**src/rtl/dmem_bridge.sv**
```systemverilog
// Data-memory bridge: turns single-cycle lw/sw strobes into a req/ack bus transaction, stalling the datapath meanwhile.
// Optional misalignment rejection is compiled in with `define DMEM_ALIGN_CHECK_EN.
module dmem_bridge #(
  parameter int          TIMEOUT  = 255,
  parameter logic [31:0] ERR_DATA = 32'hDEAD_BEEF
) (
  input  logic        clk,
  input  logic        rst,
  input  logic        cpu_rd,
  input  logic        cpu_wr,
  input  logic [31:0] cpu_addr,
  input  logic [31:0] cpu_wdata,
  output logic [31:0] cpu_rdata,
  output logic        stall,
  output logic        err,
  output logic        mem_req,
  output logic        mem_we,
  output logic [29:0] mem_addr,
  output logic [31:0] mem_wdata,
  input  logic        mem_ack,
  input  logic [31:0] mem_rdata
);

  localparam logic [1:0] IDLE = 2'd0;
  localparam logic [1:0] BUS  = 2'd1;
  localparam logic [1:0] DONE = 2'd2;

  // Counter value seen in the last BUS cycle before giving up.
  localparam logic [7:0] TO_LAST = 8'(TIMEOUT - 1);

  logic [1:0] state_reg;
  logic [7:0] cnt_reg;
  logic       req;
  logic       misaligned;

  assign req = cpu_rd | cpu_wr;

`ifdef DMEM_ALIGN_CHECK_EN
  assign misaligned = (cpu_addr[1:0] != 2'b00);
`else
  logic unused_addr_lsb;
  assign unused_addr_lsb = ^cpu_addr[1:0];
  assign misaligned      = 1'b0;
`endif

  assign stall = ((state_reg == IDLE) && req) || (state_reg == BUS);

  always_ff @(posedge clk or negedge rst) begin
    if (!rst) begin
      state_reg <= IDLE;
      cnt_reg   <= 8'd0;
      mem_req   <= 1'b0;
      mem_we    <= 1'b0;
      mem_addr  <= 30'd0;
      mem_wdata <= 32'd0;
      cpu_rdata <= 32'd0;
      err       <= 1'b0;
    end else begin
      case (state_reg)
        IDLE: begin
          if (req) begin
            // Conflicting strobes resolve to a write but are still flagged.
            if (cpu_rd && cpu_wr) err <= 1'b1;
            if (misaligned) begin
              err       <= 1'b1;
              if (!cpu_wr) cpu_rdata <= ERR_DATA;
              state_reg <= DONE;
            end else begin
              mem_we    <= cpu_wr;
              mem_addr  <= cpu_addr[31:2];
              mem_wdata <= cpu_wdata;
              cnt_reg   <= 8'd0;
              mem_req   <= 1'b1;
              state_reg <= BUS;
            end
          end
        end
        BUS: begin
          // Ack takes priority over an expiring timeout.
          if (mem_ack) begin
            if (!mem_we) cpu_rdata <= mem_rdata;
            mem_req   <= 1'b0;
            state_reg <= DONE;
          end else if (cnt_reg == TO_LAST) begin
            mem_req   <= 1'b0;
            cpu_rdata <= ERR_DATA;
            err       <= 1'b1;
            state_reg <= DONE;
          end else begin
            cnt_reg <= cnt_reg + 8'd1;
          end
        end
        DONE:    state_reg <= IDLE;
        default: state_reg <= IDLE;
      endcase
    end
  end

endmodule

```
**config.mk**
```make
export PLATFORM = sky130hd
export DESIGN_NAME = dmem_bridge
export DESIGN_NICKNAME = d
export VERILOG_FILES = /design/src/rtl/dmem_bridge.sv
export SDC_FILE = /design/constraint.sdc
export NUM_CORES = 1
export LEC_CHECK = 0
export ABC_AREA = 1
export BUFFER_PORTS_ARGS = -buffer_cell sky130_fd_sc_hd__buf_2
export CAP_MARGIN = 40
export CORE_MARGIN = 3
export CORE_UTILIZATION = 35
export CTS_BUF_LIST = sky130_fd_sc_hd__clkbuf_8
export DETAILED_ROUTE_END_ITERATION = 12
export PLACE_DENSITY = 0.68
export SETUP_SLACK_MARGIN = 0.02
export SYNTH_ARGS = -nofsm -noshare
export SYNTH_HDL_FRONTEND = slang
export SYNTH_SLANG_ARGS = --single-unit
```
**constraint.sdc**
```tcl
create_clock -name clk -period 1.4 [get_ports clk]
set_input_delay 0.14 -clock clk [delete_from_list [all_inputs] [get_ports clk]]
set_output_delay 0.14 -clock clk [all_outputs]
set_load 0.02 [all_outputs]
```
==> results of run 1 <==
[routing by layer]
metal	up-vias	share of wire	wire, um
met5	-	0	0
met4	0	0.023	296
met1	1849	0.40	5160
met2	166	0.51	6630
met3	24	0.071	929
li1	1844	-	-
[final cells by class]
cell class,count,area (um2),share of cell area
flip-flops and latches,107,2680,0.384
repair buffers,318,2270,0.326
multi-input cells,238,1610,0.231
well taps,143,179,0.0257
clock buffers,9,124,0.0178
inverters,16,60.1,0.00862
clock inverters,7,51.3,0.00737
[power by group through the flow]
stage	clock network [mW]	logic [mW]	registers [mW]
after floorplan	0	2.50	7.06
after global placement	0	6.48	5.27
after detailed placement	0	6.63	5.35
after CTS	1.83	7.27	5.31
after global routing	1.95	8.15	5.53
final	1.78	7.60	5.39
[timing repair]
action	CTS	global route
pin swaps	9	10
buffers inserted	10	2
endpoints found under the hold margin	197	0
endpoints found under the setup margin	72	96
hold buffers	91	0
cloned	2	2
gates resized for setup	22	20
[through the flow]
| step | instances | worst slack, ns | setup TNS [ns] |
|---|---|---|---|
| after floorplan | 371 | 0.0470 | 0 |
| after global placement | 715 | -0.0227 | -0.358 |
| after detailed placement | 715 | -0.0701 | -1.47 |
| after CTS | 834 | -0.0455 | -0.846 |
| after global routing | 838 | -0.0807 | -4.51 |
| final | 838 | -0.0380 | -0.729 |
[critical path: cells and delay by family, from the launching register on]
family	cells	cell delay (ns)
multiplexers	1	0.35
flip-flops	1	0.38
buffers and inverters	2	0.45
AND/OR/NAND/NOR	2	0.15
[cell usage in the layout, fill, tap and decap left out, drive strengths merged]
cell type / n
dfrtp: 107
nand2: 61
buf: 226
nor2: 84
clkinvlp: 1
o211ai: 1
o21ai: 7
a21oi: 1
nand3: 17
clkinv: 3
xor2: 1
ha: 2
clkbuf: 10
mux2: 62
nor3: 2
inv: 19
dlygate4sd3: 91
[kinds of logic (layout without fill, tap and decap cells)]
kind of cell / count (synthesis) / in the layout / synth area share
fa+ha+maj: 2 / 2 / 0.00582
flops: 107 / 107 / 0.623
mux: 62 / 62 / 0.162
compound gates: 9 / 9 / 0.0111
simple gates: 162 / 164 / 0.159
buf+inv: 28 / 350 / 0.0372
xor+xnor: 1 / 1 / 0.00204
[worst paths after layout]
check                                      to  cells after the start     startpoint  slack (ns)
worst min-delay path            mem_wdata[13]                      2  cpu_wdata[13]        0.03
worst min register to register            err                      2            err        0.48
min in group asynchronous         mem_addr[2]                      2            rst        0.17
worst max register to register  mem_wdata[20]                      5   state_reg[1]       -0.04
worst max-delay path            mem_wdata[20]                      5   state_reg[1]       -0.04
max in group asynchronous       cpu_rdata[12]                      3            rst        0.71
==> flow_summary.toml, run 1 <==
[clocking]
clockBufferDepth = 2
clk_pin_slew_ns = 0.10
cts_root_buf = "clkbuf_8"
cts.htree.levels = 3
cts_sinks = 107
cts_tree = "done"
numCtsBuffers = 9
clock_latency_ns = 0.37

[grt]
grt_busiest_layer = "met2"
use_met1 = 0.204
grt_max_degree = 52
track_usage = 0.185
use_met2 = 0.335
grt.overflow.total = 0
grt_use_met3 = 0.0488
grt_pass1_wl_um = 19600
grt_pass1_vias = 4151
grt_antenna_before_repair = 0

[floorplan]
die_y_um = 117
initial_core_util = 0.367
die_area_um2 = 13600
fp.dieW_um = 117
rows = 39
coreArea_um2 = 11700
ios = 199

[detailed_routing]
post_drt_wl_per_cell_um = 15.5
vias = 3883
final_antenna_net_count = 0
drt_first_iter_violations = 98
first_pass_iters = 4
wl_um = 13000
drc = 0
routed_via_density = 4.63

[yosys]
syn_nets = 474
syn_inst = 371
netlist.area_leader.share = 0.623
synthTopCellsByArea = "dfrtp_1 (62%), mux2_2 (15%), nor2_1 (6.9%)"
async_flop_share = 1.00
yosys_warnings = 0
syn_area_um2 = 4300
synthFlopType = "dfrtp_1"
synth_enable_flop_cells = 0
ys_ff_latch = 107
syn_area_per_cell_um2 = 11.6
yosysSeqAreaShare = 0.623
synth_most_common_cell = "dfrtp_1"
synth_common_cells = "dfrtp_1 (107), nor2_1 (79), mux2_2 (59)"
yosysTopAreaCell = "dfrtp_1"
synth_cell_types = 25

[finish]
num-nets-final = 793
antenna_cells = 0
area_growth_pct = 62.0
reg_top3 = "cpu_rdata: 32 flops, mem_wdata: 32 flops, mem_addr: 30 flops"
fillers = 933
final_util = 0.595
fin_area_um2 = 6960
drive_gt1_frac = 0.485

[power_and_ir_drop]
peakVddDrop_uv = 1400
power.switching_mw = 6.25
pwr-share-seq = 0.365
p_per_area_nw_per_um2 = 2120
p_sw_frac = 0.423
p_total_mw = 14.8
clock_power_share = 0.121
power.internal_mw = 8.51
pwr-share-comb = 0.515
power_leakage_nw = 3.42

[placement]
dpl.hpwl_um = 7880
finalWeightedCongestion = 0.803
port_buffers = 196
place_area_um2 = 5540

[critical_path]
path_cells = "nor2_1 -> nand2_2 -> buf_4 -> clkbuf_16 -> mux2_2"
cp-start-kind = "flip-flop"
critPathArrivalTime_ns = 1.70
worstSetupPathType = "reg -> reg"
max_stage_delay_ns = 0.38
cp-end-kind = "flip-flop"
crit_slowest_cell = "dfrtp_1"
worst-path-max-fanout = 20
required_ns = 1.66

[sta]
clock_skew_ns = 0.0112
relSlewSlack = 0.775
grt_setup_unrepaired = "true"
setup_viol = 39
period_share = 1.03
holdWs_ns = 0.0303
max_freq_ghz = 0.695
setup_ws_ns = -0.0380
hold_violations = 0
min_period_ns = 1.44
slew_violations = 0
worst_pin_slew_ns = 0.336

[run]
drv_cap = 0

[status]
status = "finished, violations left"
violations = "setup timing"

[hold_path]
min_path_type = "in -> reg"
(Power assumes the default switching activity.)
==> run 2: changes to the inputs <==
BUFFER_PORTS_ARGS = -buffer_cell sky130_fd_sc_hd__buf_4   (was -buffer_cell sky130_fd_sc_hd__buf_2)
MAX_ROUTING_LAYER = met4   (was unset)
TNS_END_PERCENT = 5   (was unset)
==> run 2 against run 1 <==
Compared with the run above: the run still ends with setup timing left; highest routed layer unchanged; sequential cell count unchanged; combinational power increased by 8.4%; wire length increased by 3.4%.
==> flow_summary.toml, run 2 (synthesis gave the netlist of run 1 again) <==
[floorplan]
coreArea_um2 = 11700
die_area_um2 = 13600
ios = 199
die_y_um = 117
initial_core_util = 0.367
fp.dieW_um = 117
rows = 39

[critical_path]
crit_slowest_cell = "dfrtp_1"
worst-path-max-fanout = 3
crit_family = "flip-flops"
reg2regPathDepth = 8
critPathArrivalTime_ns = 1.28
cp-end-kind = "output pin"
reg2reg_to = "cpu_rdata[16]"
required_ns = 1.26
r2r_slack_ns = 0.02
worstSetupPathType = "reg -> out"
timing.rr.start = "cnt_reg[0]"
max_stage_delay_ns = 0.41
crit_buf_inv = 2
path_cells = "nor2_2 -> nand2_2 -> buf_6 -> nand2_2 -> buf_6"
cp-start-kind = "flip-flop"

[grt]
grt_antenna_before_repair = 0
grt_pass1_wl_um = 20800
grt_max_degree = 75
grt.overflow.total = 0
grt_pass1_vias = 4296
track_usage = 0.205

[hold_path]
hold_path_depth = 3
min_to = "cpu_rdata[13]"
min_from = "mem_rdata[13]"
min_path_type = "in -> reg"

[status]
violations = "setup timing"
status = "finished, violations left"

[power_and_ir_drop]
p_per_area_nw_per_um2 = 2140
peakVddDrop_uv = 1310
power_leakage_nw = 3.55
p_total_mw = 15.6

[sta]
setup_viol = 1
grt_setup_unrepaired = "true"
slew_violations = 0
worst_pin_slew_ns = 0.429
relSlewSlack = 0.714
period_share = 1.01
setup_ws_ns = -0.0154
clock_skew_ns = 0.0108
max_freq_ghz = 0.707
min_period_ns = 1.42
hold_violations = 0

[detailed_routing]
final_antenna_net_count = 0
drc = 0
first_pass_iters = 4
post_drt_wl_per_cell_um = 16.2
routed_via_density = 4.69
vias = 3885
wl_um = 13400
drt_first_iter_violations = 178

[finish]
final_cell_mix = "buf_4 (213), dfrtp_1 (107), dlygate4sd3_1 (87)"
layout_commonest_cell = "buf_4"
antenna_cells = 0
area_growth_pct = 70.2
fillers = 879
drive_gt1_frac = 0.474
fin_area_um2 = 7320
num-nets-final = 784
reg_top3 = "cpu_rdata: 32 flops, mem_wdata: 32 flops, mem_addr: 30 flops"

[clocking]
cts_root_buf = "clkbuf_8"
cts_sinks = 107
clockBufferDepth = 2
numCtsBuffers = 9
clock_latency_ns = 0.37
cts.htree.levels = 3
cts_tree = "done"
clk_pin_slew_ns = 0.10

[run]
drv_cap = 0

[placement]
port_buffers = 196
dpl.hpwl_um = 8170
place_area_um2 = 6020
finalWeightedCongestion = 0.820
==> run 2: cell types whose count changed in the layout (fill, tap and decap cells not counted), moves of 2 or more <==
cell | before | now
buf_16 | 2 | 0
buf_2 | 194 | 0
buf_4 | 18 | 213
buf_6 | 8 | 3
dlygate4sd3_1 | 91 | 87
mux2_2 | 59 | 55
mux2_4 | 0 | 5
nand2_1 | 47 | 50
nand2_2 | 9 | 6
nor2_1 | 71 | 76
nor2_2 | 9 | 4
==> run 2: worst register-to-register path: stages, from the launching register on <==
cell and delay (ns):
dfrtp_1 0.40, inv_2 0.08, ha_4 0.13, inv_2 0.04, nor2_4 0.13, nand3_4 0.21, nand2_8 0.19, nor2_1 0.05
nor2_1 0.08
==> run 2: where the power goes <==
group / switching [mW] / internal (mW)
Sequential: 0.904 / 4.56
Combinational: 4.25 / 3.99
Clock: 1.07 / 0.877
==> run 2: final cells by class <==
cell class	count	area [um2]	share of cell area
Sequential cell	107	2680	0.366
Tap cell	143	179	0.0245
Inverter	16	60.1	0.00821
Clock buffer	10	138	0.0188
Timing Repair Buffer	308	2600	0.356
Multi-Input combinational cell	239	1600	0.218
Clock inverter	6	63.8	0.00872
==> run 2: timing repair <==
action,CTS,global route
pin swaps,10,3
setup endpoints to repair,43,104
setup buffers,5,4
gates cloned,3,0
hold buffers,87,0
gates resized for setup,15,14
endpoints found under the hold margin,193,0
==> run 2: worst max-delay path by stage <==
| stage | startpoint | to | cells past startpoint |
|---|---|---|---|
| after floorplan | cnt_reg[0] | cpu_rdata[10] | 9 |
| after global placement | cnt_reg[0] | cpu_rdata[27] | 8 |
| after detailed placement | cnt_reg[0] | cpu_rdata[9] | 8 |
| after CTS | state_reg[1] | stall | 5 |
| after global routing | state_reg[1] | stall | 5 |
| final | state_reg[1] | stall | 5 |
==> run 2: stage by stage <==
stage	TNS, ns	utilization	std cells	hold slack (ns)	worst slack (ns)
after floorplan	0	-	371	-0.156	0.0470
after global placement	-0.168	0.514	714	0.199	-0.0125
after detailed placement	-1.86	0.514	714	0.204	-0.114
after CTS	-0.0536	0.617	825	0.00178	-0.0397
after global routing	-1.62	0.625	829	0.00426	-0.0916
final	-0.0154	0.625	829	0.0244	-0.0154
==> run 2: layer usage <==
layer,up-vias,track usage,share of wire
li1,1821,-,-
met1,1864,0.224,0.38
met2,172,0.357,0.52
met3,28,0.0540,0.074
met4,0,0.0833,0.026
met5,-,-,0
==> run 3: changes to the inputs <==
TNS_END_PERCENT = 10   (was 5)
==> run 3 against run 2 <==
Compared with the run above: sequential power barely moved; the flow still finishes with violations (setup timing); via count barely moved; critical path type unchanged; non-clock buffer count fell by 1; final area fell by 0.26%; combinational power barely moved; critical endpoint unchanged; largest cell class unchanged.
==> flow_summary.toml, run 3 (synthesis gave the netlist of run 1 again) <==
[hold_path]
hold_path_depth = 3
min_from = "mem_rdata[13]"
min_path_type = "in -> reg"

[detailed_routing]
wl_um = 13500
vias = 3886
drc = 0
routed_via_density = 4.69
post_drt_wl_per_cell_um = 16.3
first_pass_iters = 4
final_antenna_net_count = 0
drt_first_iter_violations = 182

[floorplan]
die_area_um2 = 13600
initial_core_util = 0.367
die_y_um = 117
rows = 39
coreArea_um2 = 11700
ios = 199
fp.dieW_um = 117

[grt]
grt_pass1_vias = 4319
use_met2 = 0.359
grt_max_degree = 75
grt_busiest_layer = "met2"
track_usage = 0.206
grt_pass1_wl_um = 20900
grt_use_met3 = 0.0540
use_met1 = 0.224
grt_antenna_before_repair = 0
grt.overflow.total = 0

[clocking]
cts_root_buf = "clkbuf_8"
clock_latency_ns = 0.37
clk_pin_slew_ns = 0.10
cts_tree = "done"
clockBufferDepth = 2
cts_sinks = 107
numCtsBuffers = 9
cts.htree.levels = 3

[sta]
slew_violations = 0
setup_viol = 1
holdWs_ns = 0.0206
max_freq_ghz = 0.704
relSlewSlack = 0.716
hold_violations = 0
setup_ws_ns = -0.0199
min_period_ns = 1.42
worst_pin_slew_ns = 0.426
period_share = 1.01
grt_setup_unrepaired = "true"
clock_skew_ns = 0.00807

[power_and_ir_drop]
p_total_mw = 15.6
power_leakage_nw = 3.53
peakVddDrop_uv = 1310
p_per_area_nw_per_um2 = 2140

[critical_path]
path_cells = "nor2_2 -> nand2_2 -> buf_6 -> nand2_2 -> buf_6"
cp_num_cells = 5
crit_buf_inv = 2
required_ns = 1.26
timing.rr.start = "cnt_reg[0]"
worst-path-max-fanout = 3
crit_slowest_cell = "dfrtp_1"
cp-end-kind = "output pin"
crit_path_start = "state_reg[1]"
cp-start-kind = "flip-flop"
crit_family = "flip-flops"
worstSetupPathType = "reg -> out"
reg2regPathDepth = 8
max_stage_delay_ns = 0.41
critPathArrivalTime_ns = 1.28

[placement]
dpl.hpwl_um = 8170
finalWeightedCongestion = 0.820
port_buffers = 196

[finish]
drive_gt1_frac = 0.476
area_growth_pct = 69.8
fillers = 883
layout_commonest_cell = "buf_4"
final_cell_mix = "buf_4 (211), dfrtp_1 (107), dlygate4sd3_1 (87)"
reg_top3 = "cpu_rdata: 32 flops, mem_wdata: 32 flops, mem_addr: 30 flops"
antenna_cells = 0
num-nets-final = 783

[status]
status = "finished, violations left"
violations = "setup timing"

[run]
drv_cap = 0
==> run 3: metrics by stage <==
| step | TNS [ns] | utilization | cell area [um2] | setup WS [ns] | std cells |
|---|---|---|---|---|---|
| after floorplan | 0 | - | 4310 | 0.0470 | 371 |
| after global placement | -0.168 | 0.514 | 6020 | -0.0125 | 714 |
| after detailed placement | -1.86 | 0.514 | 6020 | -0.114 | 714 |
| after CTS | -0.0536 | 0.618 | 7240 | -0.0397 | 827 |
| after global routing | -1.90 | 0.623 | 7300 | -0.0922 | 828 |
| final | -0.0199 | 0.623 | 7300 | -0.0199 | 828 |
==> run 3: where the power goes <==
group | internal (mW) | switching (mW) | total, mW
Combinational | 3.96 | 4.25 | 8.21
Clock | 0.877 | 1.08 | 1.96
Sequential | 4.56 | 0.906 | 5.46
Total | 9.39 | 6.24 | 15.6
==> run 3: worst paths after layout <==
path	to	slack (ns)
min reg2reg	err	0.47
max reg2reg	cpu_rdata[19]	0.02
min	cpu_rdata[13]	0.02
max	stall	-0.02
min in group asynchronous	mem_addr[3]	0.31
max in group asynchronous	mem_addr[28]	0.73
==> run 3: per-layer routing <==
layer,vias to the layer above,part of all wire
met5,-,0
met4,0,0.025
met3,29,0.071
met2,171,0.52
met1,1870,0.38
li1,1816,-
==> run 3: layout make-up <==
cell class                      instances  area [um2]  area share
Clock buffer                           10         138      0.0189
Inverter                               16        60.1     0.00823
Sequential cell                       107        2680       0.367
Multi-Input combinational cell        239        1590       0.218
Clock inverter                          6        63.8     0.00874
Timing Repair Buffer                  307        2590       0.355
Tap cell                              143         179      0.0245
==> run 3: worst min-delay path, cell delays in order <==
cell,delay (ns)
buf_4,0.07
nor2_1,0.04
nor2_1,0.10
==> run 3: repair_timing <==
action	4_1_cts	5_1_grt
endpoints found under the hold margin	193	0
pin swaps	10	2
hold buffers	87	0
endpoints found under the setup margin	43	100
resized for setup	13	14
setup buffers	7	1
cloned	3	0
